===== config.mk =====
export PLATFORM = sky130hd
export DESIGN_NAME = dealer_turn_sequencer
export DESIGN_NICKNAME = d
export VERILOG_FILES = /design/src/rtl/dealer_turn_sequencer.sv
export SDC_FILE = /design/constraint.sdc
export NUM_CORES = 1
export LEC_CHECK = 0
export CAP_MARGIN = 0
export CORE_MARGIN = 1.5
export CORE_UTILIZATION = 30
export DETAILED_ROUTE_END_ITERATION = 16
export GPL_TIMING_DRIVEN = 0
export PLACE_DENSITY_LB_ADDON = 0.05
export SLEW_MARGIN = 20
export SYNTH_ARGS = -nofsm -noshare
export SYNTH_HDL_FRONTEND = slang
export SYNTH_SLANG_ARGS = --single-unit

===== constraint.sdc =====
create_clock -name i_clk -period 1.6 [get_ports i_clk]
set_input_delay 0.24 -clock i_clk [delete_from_list [all_inputs] [get_ports i_clk]]
set_output_delay 0.24 -clock i_clk [all_outputs]
set_load 0.02 [all_outputs]

===== src/rtl/dealer_turn_sequencer.sv =====
// Dealer turn sequencer: clears the dealer hand, pulls cards from the deck stage and stops on
// stand, bust or 5-card Charlie. Define DEALER_HIT_SOFT17_EN to make the dealer hit soft 17.
module dealer_turn_sequencer #(
    parameter int unsigned STAND_AT  = 17,
    parameter int unsigned BUST_OVER = 21,
    parameter int unsigned MAX_CARDS = 5,
    localparam int unsigned CARD_W   = 4,
    localparam int unsigned SUM_W    = 5,
    localparam int unsigned CNT_W    = 3
) (
    input  logic              i_clk,
    input  logic              i_reset_n,
    input  logic              i_start,
    input  logic              i_abort,
    output logic              o_cardReq,
    input  logic              i_cardValid,
    input  logic [CARD_W-1:0] i_card,
    output logic              o_handClear,
    output logic              o_addNewCard,
    output logic [CARD_W-1:0] o_newCard,
    input  logic [SUM_W-1:0]  i_handSum,
    input  logic [CNT_W-1:0]  i_numCards,
    output logic              o_busy,
    output logic              o_done,
    output logic              o_stood,
    output logic              o_bust,
    output logic              o_charlie,
    output logic [SUM_W-1:0]  o_finalSum
);

    localparam int unsigned EXT_W        = SUM_W + 1;
    localparam int unsigned SOFT_HIT_SUM = 17;

    typedef enum logic [2:0] {
        IDLE  = 3'd0,
        CLEAR = 3'd1,
        REQ   = 3'd2,
        ADD   = 3'd3,
        EVAL  = 3'd4,
        DONE  = 3'd5
    } state_t;

    state_t             state;
    state_t             state_d;
    logic [CARD_W-1:0]  card_q;
    logic [CARD_W-1:0]  card_d;
    logic               stood_d;
    logic               bust_d;
    logic               charlie_d;
    logic [SUM_W-1:0]   final_sum_d;
    logic               card_req_d;
    logic               hand_clear_d;
    logic               add_card_d;
    logic [CARD_W-1:0]  new_card_d;
    logic               busy_d;
    logic               done_d;

    logic               over_bust;
    logic               at_charlie;
    logic               in_deal;
    logic               at_stand;
    logic               hit_soft;
    logic               transfer;

    assign over_bust  = i_handSum > SUM_W'(BUST_OVER);
    assign at_charlie = i_numCards == CNT_W'(MAX_CARDS);
    assign in_deal    = i_numCards < CNT_W'(2);
    assign at_stand   = i_handSum >= SUM_W'(STAND_AT);
    assign transfer   = o_cardReq && i_cardValid;

`ifdef DEALER_HIT_SOFT17_EN
    // Soft flag: an ace the hand controller counted as 11 (it never demotes it later).
    logic soft_q;
    logic ace_as_eleven;

    assign ace_as_eleven = (card_q == CARD_W'(1)) &&
                           (EXT_W'(i_handSum) + EXT_W'(11) <= EXT_W'(BUST_OVER));
    assign hit_soft      = soft_q && (i_handSum == SUM_W'(SOFT_HIT_SUM));

    always_ff @(posedge i_clk) begin
        if (!i_reset_n) begin
            soft_q <= 1'b0;
        end else if (i_abort || state == CLEAR) begin
            soft_q <= 1'b0;
        end else if (state == ADD && ace_as_eleven) begin
            soft_q <= 1'b1;
        end
    end
`else
    assign hit_soft = 1'b0;
`endif

    // Next-state and next-output decode; strobes come from the next state so they register cleanly.
    always_comb begin
        state_d     = state;
        card_d      = card_q;
        stood_d     = o_stood;
        bust_d      = o_bust;
        charlie_d   = o_charlie;
        final_sum_d = o_finalSum;

        if (i_abort && state != IDLE) begin
            state_d = IDLE;
        end else begin
            case (state)
                IDLE: begin
                    if (i_start) begin
                        state_d     = CLEAR;
                        stood_d     = 1'b0;
                        bust_d      = 1'b0;
                        charlie_d   = 1'b0;
                        final_sum_d = '0;
                    end
                end
                CLEAR: state_d = REQ;
                REQ: begin
                    if (transfer) begin
                        card_d  = i_card;
                        state_d = ADD;
                    end
                end
                ADD: state_d = EVAL;
                EVAL: begin
                    if (over_bust) begin
                        bust_d      = 1'b1;
                        final_sum_d = i_handSum;
                        state_d     = DONE;
                    end else if (at_charlie) begin
                        charlie_d   = 1'b1;
                        final_sum_d = i_handSum;
                        state_d     = DONE;
                    end else if (in_deal) begin
                        state_d = REQ;
                    end else if (at_stand && !hit_soft) begin
                        stood_d     = 1'b1;
                        final_sum_d = i_handSum;
                        state_d     = DONE;
                    end else begin
                        state_d = REQ;
                    end
                end
                DONE:    state_d = IDLE;
                default: state_d = IDLE;
            endcase
        end

        hand_clear_d = state_d == CLEAR;
        card_req_d   = state_d == REQ;
        add_card_d   = state_d == ADD;
        new_card_d   = (state_d == ADD) ? card_d : '0;
        done_d       = state_d == DONE;
        busy_d       = (state_d != IDLE) && (state_d != DONE);
    end

    always_ff @(posedge i_clk) begin
        if (!i_reset_n) begin
            state        <= IDLE;
            card_q       <= '0;
            o_cardReq    <= 1'b0;
            o_handClear  <= 1'b0;
            o_addNewCard <= 1'b0;
            o_newCard    <= '0;
            o_busy       <= 1'b0;
            o_done       <= 1'b0;
            o_stood      <= 1'b0;
            o_bust       <= 1'b0;
            o_charlie    <= 1'b0;
            o_finalSum   <= '0;
        end else begin
            state        <= state_d;
            card_q       <= card_d;
            o_cardReq    <= card_req_d;
            o_handClear  <= hand_clear_d;
            o_addNewCard <= add_card_d;
            o_newCard    <= new_card_d;
            o_busy       <= busy_d;
            o_done       <= done_d;
            o_stood      <= stood_d;
            o_bust       <= bust_d;
            o_charlie    <= charlie_d;
            o_finalSum   <= final_sum_d;
        end
    end

endmodule


# [Word-level counts from Yosys, hierarchy flattened]
# Cells that the tools add are included.
[classes] muxes=28 eq_ne=19 reduce_logical=12 bitwise=1 magnitude_cmp=3
[ops] op="2-to-1 mux 5 bit" n=5
[ops] op="2-to-1 mux 3 bit" n=7
[ops] op="case mux 3 bit (5 select lines)" n=1
[ops] op="inequality test 2 bit (second input constant)" n=7
[ops] op="equality test 3 x 2 -> 1 bit (second input constant)" n=4
[ops] op="2-to-1 mux 4 bit" n=3
[ops] op="case mux 5 bit (2 select lines)" n=1
[ops] op="AND reduction 5 bit" n=2
[ops] op="equality test 3 bit (second input constant)" n=3
[ops] op="2-to-1 mux 1 bit" n=8
[ops] op="inequality test 4 bit (second input constant)" n=2
[ops] op="AND reduction 7 bit" n=1
[ops] op="equality test 3 x 1 -> 1 bit (second input constant)" n=2
[ops] op="case mux 1 bit (2 select lines)" n=3
[ops] op="nonzero test 3 bit" n=2
[ops] op="greater-or-equal comparator 5 bit (second input constant)" n=1
[ops] op="greater-than comparator 5 bit (second input constant)" n=1
[ops] op="AND reduction 4 bit" n=1
[ops] op="logical AND 1 bit" n=3
[ops] op="logical NOT 3 bit" n=1
[ops] op="< comparator 3 x 2 -> 1 bit (second input constant)" n=1
[ops] op="inequality test 3 bit (second input constant)" n=1
[ops] op="AND reduction 2 bit" n=1
[ops] op="nonzero test 2 bit" n=1
[ops] op="inverter 1 bit" n=1
[word_totals] in_bits=17 wordCells=75 output_inout_bits=17 regBits=24

# [Logic depth before layout (Yosys ltp)]
[depth] word_depth=9 mapped_depth=5 ltp_nobuf=4

# [Worst setup path before layout]
# Ideal clock, no wire load.
[synth_path] path_kind="register to register" start="register state[1]" end="register o_handClear" synth_period_minus_slack_ns=1.498 n_path_buf=1 stages_incl_launch_ff=6 t_arrival_ns=1.438 path_slack_ns=0.102 setup_time_ns=0.060 required_ns=1.540 cell_sequence="dfxtp_1 -> buf_6 -> or3b_4 -> nor3_2 -> o31ai_4 -> and3b_1"
[synth_via] elab_chain_len=4 word_cells_on_any_way=12 cone_classes="5 x eq/ne; 4 x mux; 3 x reduce/logical"
[synth_lines] element="from (decl)" line="43" source="state_t state;"
[synth_lines] element="from (signal assigned)" line="170" source="state <= state_d;"
[synth_lines] element="equality test 3 bit, or another cell as far along" line="105" source="case (state)"
[synth_lines] element="case mux 3 bit (5 select lines) / logical AND 1 bit (equally long branches)" line="105, 102"
[synth_lines] element="2-to-1 mux 3 bit (*)" line="102" source="if (i_abort && state != IDLE) begin"
[synth_lines] element="equality test 3 x 1 -> 1 bit (*)" line="147" source="hand_clear_d = state_d == CLEAR;"
[synth_lines] element="to (signal assigned)" line="173" source="o_handClear <= hand_clear_d;"
[synth_lines] element="to (decl)" line="18" source="output logic o_handClear,"
# Mark *: on every way between the ends. The rest lies on a longest branch, timed or not.
# A chain may end at the register's enable or synchronous reset.

# [Final worst setup path]
[layout_path] start="register state[2]" end="register o_stood"
[layout_via] elab_chain_len=4 word_cells_on_any_way=13 cone_classes="6 x eq/ne; 1 x mux; 1 x bitwise; 5 x reduce/logical"
[layout_lines] element="branches (longest 4 deep; another with AND reduction 7 bit)"
[layout_lines] element="to (signal assigned)" line="178" source="o_stood <= stood_d;"
[layout_lines] element="to (decl)" line="25" source="output logic o_stood,"
# Several ways; the timed one is not identified.

==> out/metrics.cfg <==
[grt]
grt_max_degree=15
grt_pass1_wl_um=4890
grt_pass1_vias=1070
grt_usage=0.149
antenna_found_initial=0
grt_overflow=0

[critical_path]
path_max_fanout=10
cp.arrival_ns=1.77
worstSetupEndpointType=register
crit_type=register to register
required_ns=1.80
startpoint_type=register

[cts]
cts_sinks=24
cts_max_path_buffers=2
clk_pin_slew_ns=0.08
cts_tree=done
root_buffer=clkbuf_8
clk_latency_ns=0.26
cts-htree-levels=1
cts_buffers=3

[placement]
io_buffers=33
dp.final_hpwl_um=2080
gp_congestion=0.741

[routing]
wl_per_cell_um=14.4
drc_errors=0
viasPerCell=5.19
drt_iter0_markers=44
num_vias=1106
ant_nets=0
routed_wl_um=3060
drt_pass1_iterations=4

[sta]
fmax_ghz=0.639
fin_skew_ns=0.00184
min_period_over_period=0.978
fin_tns_setup_ns=0
fin_crit_ns=1.56
slew_violations=0
setup_violations=0
finalHoldViolCount=0
tightest_slew_ns=0.538
maxSlewHeadroom=0.641
rsz0062_at_grt=yes

[pwr]
power.density_nw_per_um2=840
vdd.ir_drop.worst_v=0.000281
leakagePower_nw=0.651

[finish]
fin_nets=183
area_growth_syn_to_layout_pct=58.0
drive_above_1_share=0.224
fillCellCount=386
utilization=0.492
antenna-diode-count=0

[die]
die_w_um=64.4
ios=34
fp.coreArea_um2=3630
dieHeight_um=64.4
die_area_um2=4150
initial_utilization=0.312
num_rows=22

[synth]
synth_area_per_cell_um2=9.76
synth_edf_count=0
ys_seq_elements=24
ys_async_sr_fraction=0
yosysWarnings=0
ys_types=41
synth_commonest_cells=24 x dfxtp_1, 13 x nor2_1, 10 x a21oi_1, 6 x nor3_1
synth_ff_type=dfxtp_1
synth.top_cell.area_share=0.424
syn_inst=116
syn-cell-area_um2=1130
synth.most_common_cell=dfxtp_1
ys_seq_area_frac=0.424
yosys.area.top_type=dfxtp_1
synth_nets=133
yosys-top-cells-area=dfxtp_1 42%, a21oi_1 4.4%, nor2_1 4.3%

[outcome]
outcome=completed

[flow_run]
drv_cap=0

[worst_hold_path]
hold_path_class=primary input to register

## critical path, stage by stage, from the launching register on
cell      delay (ns)
dfxtp_1         0.34
buf_6           0.16
a211oi_4        0.32
o21ai_4         0.15
or4_1           0.41
a21oi_1         0.12
## cells by family (layout without fill, tap and decap cells)
kind of cell              count (synthesis)  in the layout  synth area share
muxes                                     4              4            0.0354
buffers and inverters                     7             56            0.0365
DFF                                      24             24             0.424
and+or+nand+nor                          40             40             0.232
AOI/OAI and AO/OA                        40             40             0.264
xor gates and xnor gates                  1              1           0.00774
## worst paths after layout
check / slack (ns) / endpoint / depth (start not counted) / from
max: 0.04 / o_stood$_SDFFE_PN0P_ / 5 / state[2]$_SDFF_PN0_
min: 0.41 / o_charlie$_SDFFE_PN0P_ / 4 / i_numCards[1]
max reg2reg: 0.04 / o_stood$_SDFFE_PN0P_ / 5 / state[2]$_SDFF_PN0_
min reg2reg: 0.50 / card_q[2]$_SDFF_PN0_ / 2 / card_q[2]$_SDFF_PN0_
## metal layers
| metal | vias to the layer above | track usage | wire, µm |
|---|---|---|---|
| met5 | - | 0 | 0 |
| met4 | 0 | 0.0532 | 43 |
| met3 | 6 | 0.0243 | 142 |
| met2 | 35 | 0.221 | 1410 |
| met1 | 524 | 0.217 | 1470 |
| li1 | 541 | - | - |
## power by group
| part | internal (mW) | switching (mW) |
|---|---|---|
| Combinational | 0.165 | 0.185 |
| Clock | 0.334 | 0.190 |
| Sequential | 0.619 | 0.0100 |
| Total | 1.12 | 0.385 |
## layout by cell type, fill, tap and decap left out, drive strengths merged
cell type and instances:
a211oi 2, a21o 1, a21oi 11, a22oi 1
a2bb2oi 5, a31oi 2, and3b 1, buf 15
bufinv 1, clkbuf 4, clkdlybuf4s50 25, dfxtp 24
dlygate4sd2 5, dlymetal6s2s 3, inv 3, mux2i 4
nand2 2, nand2b 1, nand3 1, nand3b 2
nand4b 5, nand4bb 1, nor2 13, nor3 8
nor3b 2, nor4 1, o211ai 5, o21a 2
o21ai 7, o221a 1, o22ai 1, o31ai 1
o32ai 1, or3 1, or3b 1, or4 1
xor2 1
## state kept, by name, summed over array words and instances, names as in the netlist, 3 cells and up
| signal | cells |
|---|---|
| o_finalSum | 5 |
| state | 3 |
| card_q | 4 |
| o_newCard | 4 |
## through the flow
step           total power [mW]  setup WS (ns)  instance area [µm²]  cells  hold WS, ns
2_1_floorplan             0.804          0.102                 1130    116        0.397
3_3_place_gp              0.926         -0.589                 1520    197        0.469
3_5_place_dp              0.927         -0.616                 1520    197        0.467
4_1_cts                    1.47       -0.00897                 1680    206        0.458
5_1_grt                    1.57        -0.0240                 1790    213        0.469
6_report                   1.50         0.0356                 1790    213        0.408
## final cells by class
type	instances	area, µm²	area share
clock inverters	1	30.0	0.0168
clock buffers	3	41.3	0.0231
inverters	3	11.3	0.00629
plain buffers	4	33.8	0.0189
repair buffers	45	434	0.243
well taps	48	60.1	0.0336
flip-flops and latches	24	482	0.269
multi-input cells	85	697	0.390
## what timing repair did
action                                 4_1_cts  5_1_grt
buffers inserted                             5        7
endpoints found under the hold margin        0        0
pin swaps                                    3        4
hold buffers                                 0        0
gates resized for setup                     15       10
setup endpoints to repair                   18       18
No activity file was read; power rests on OpenSTA's default activity.
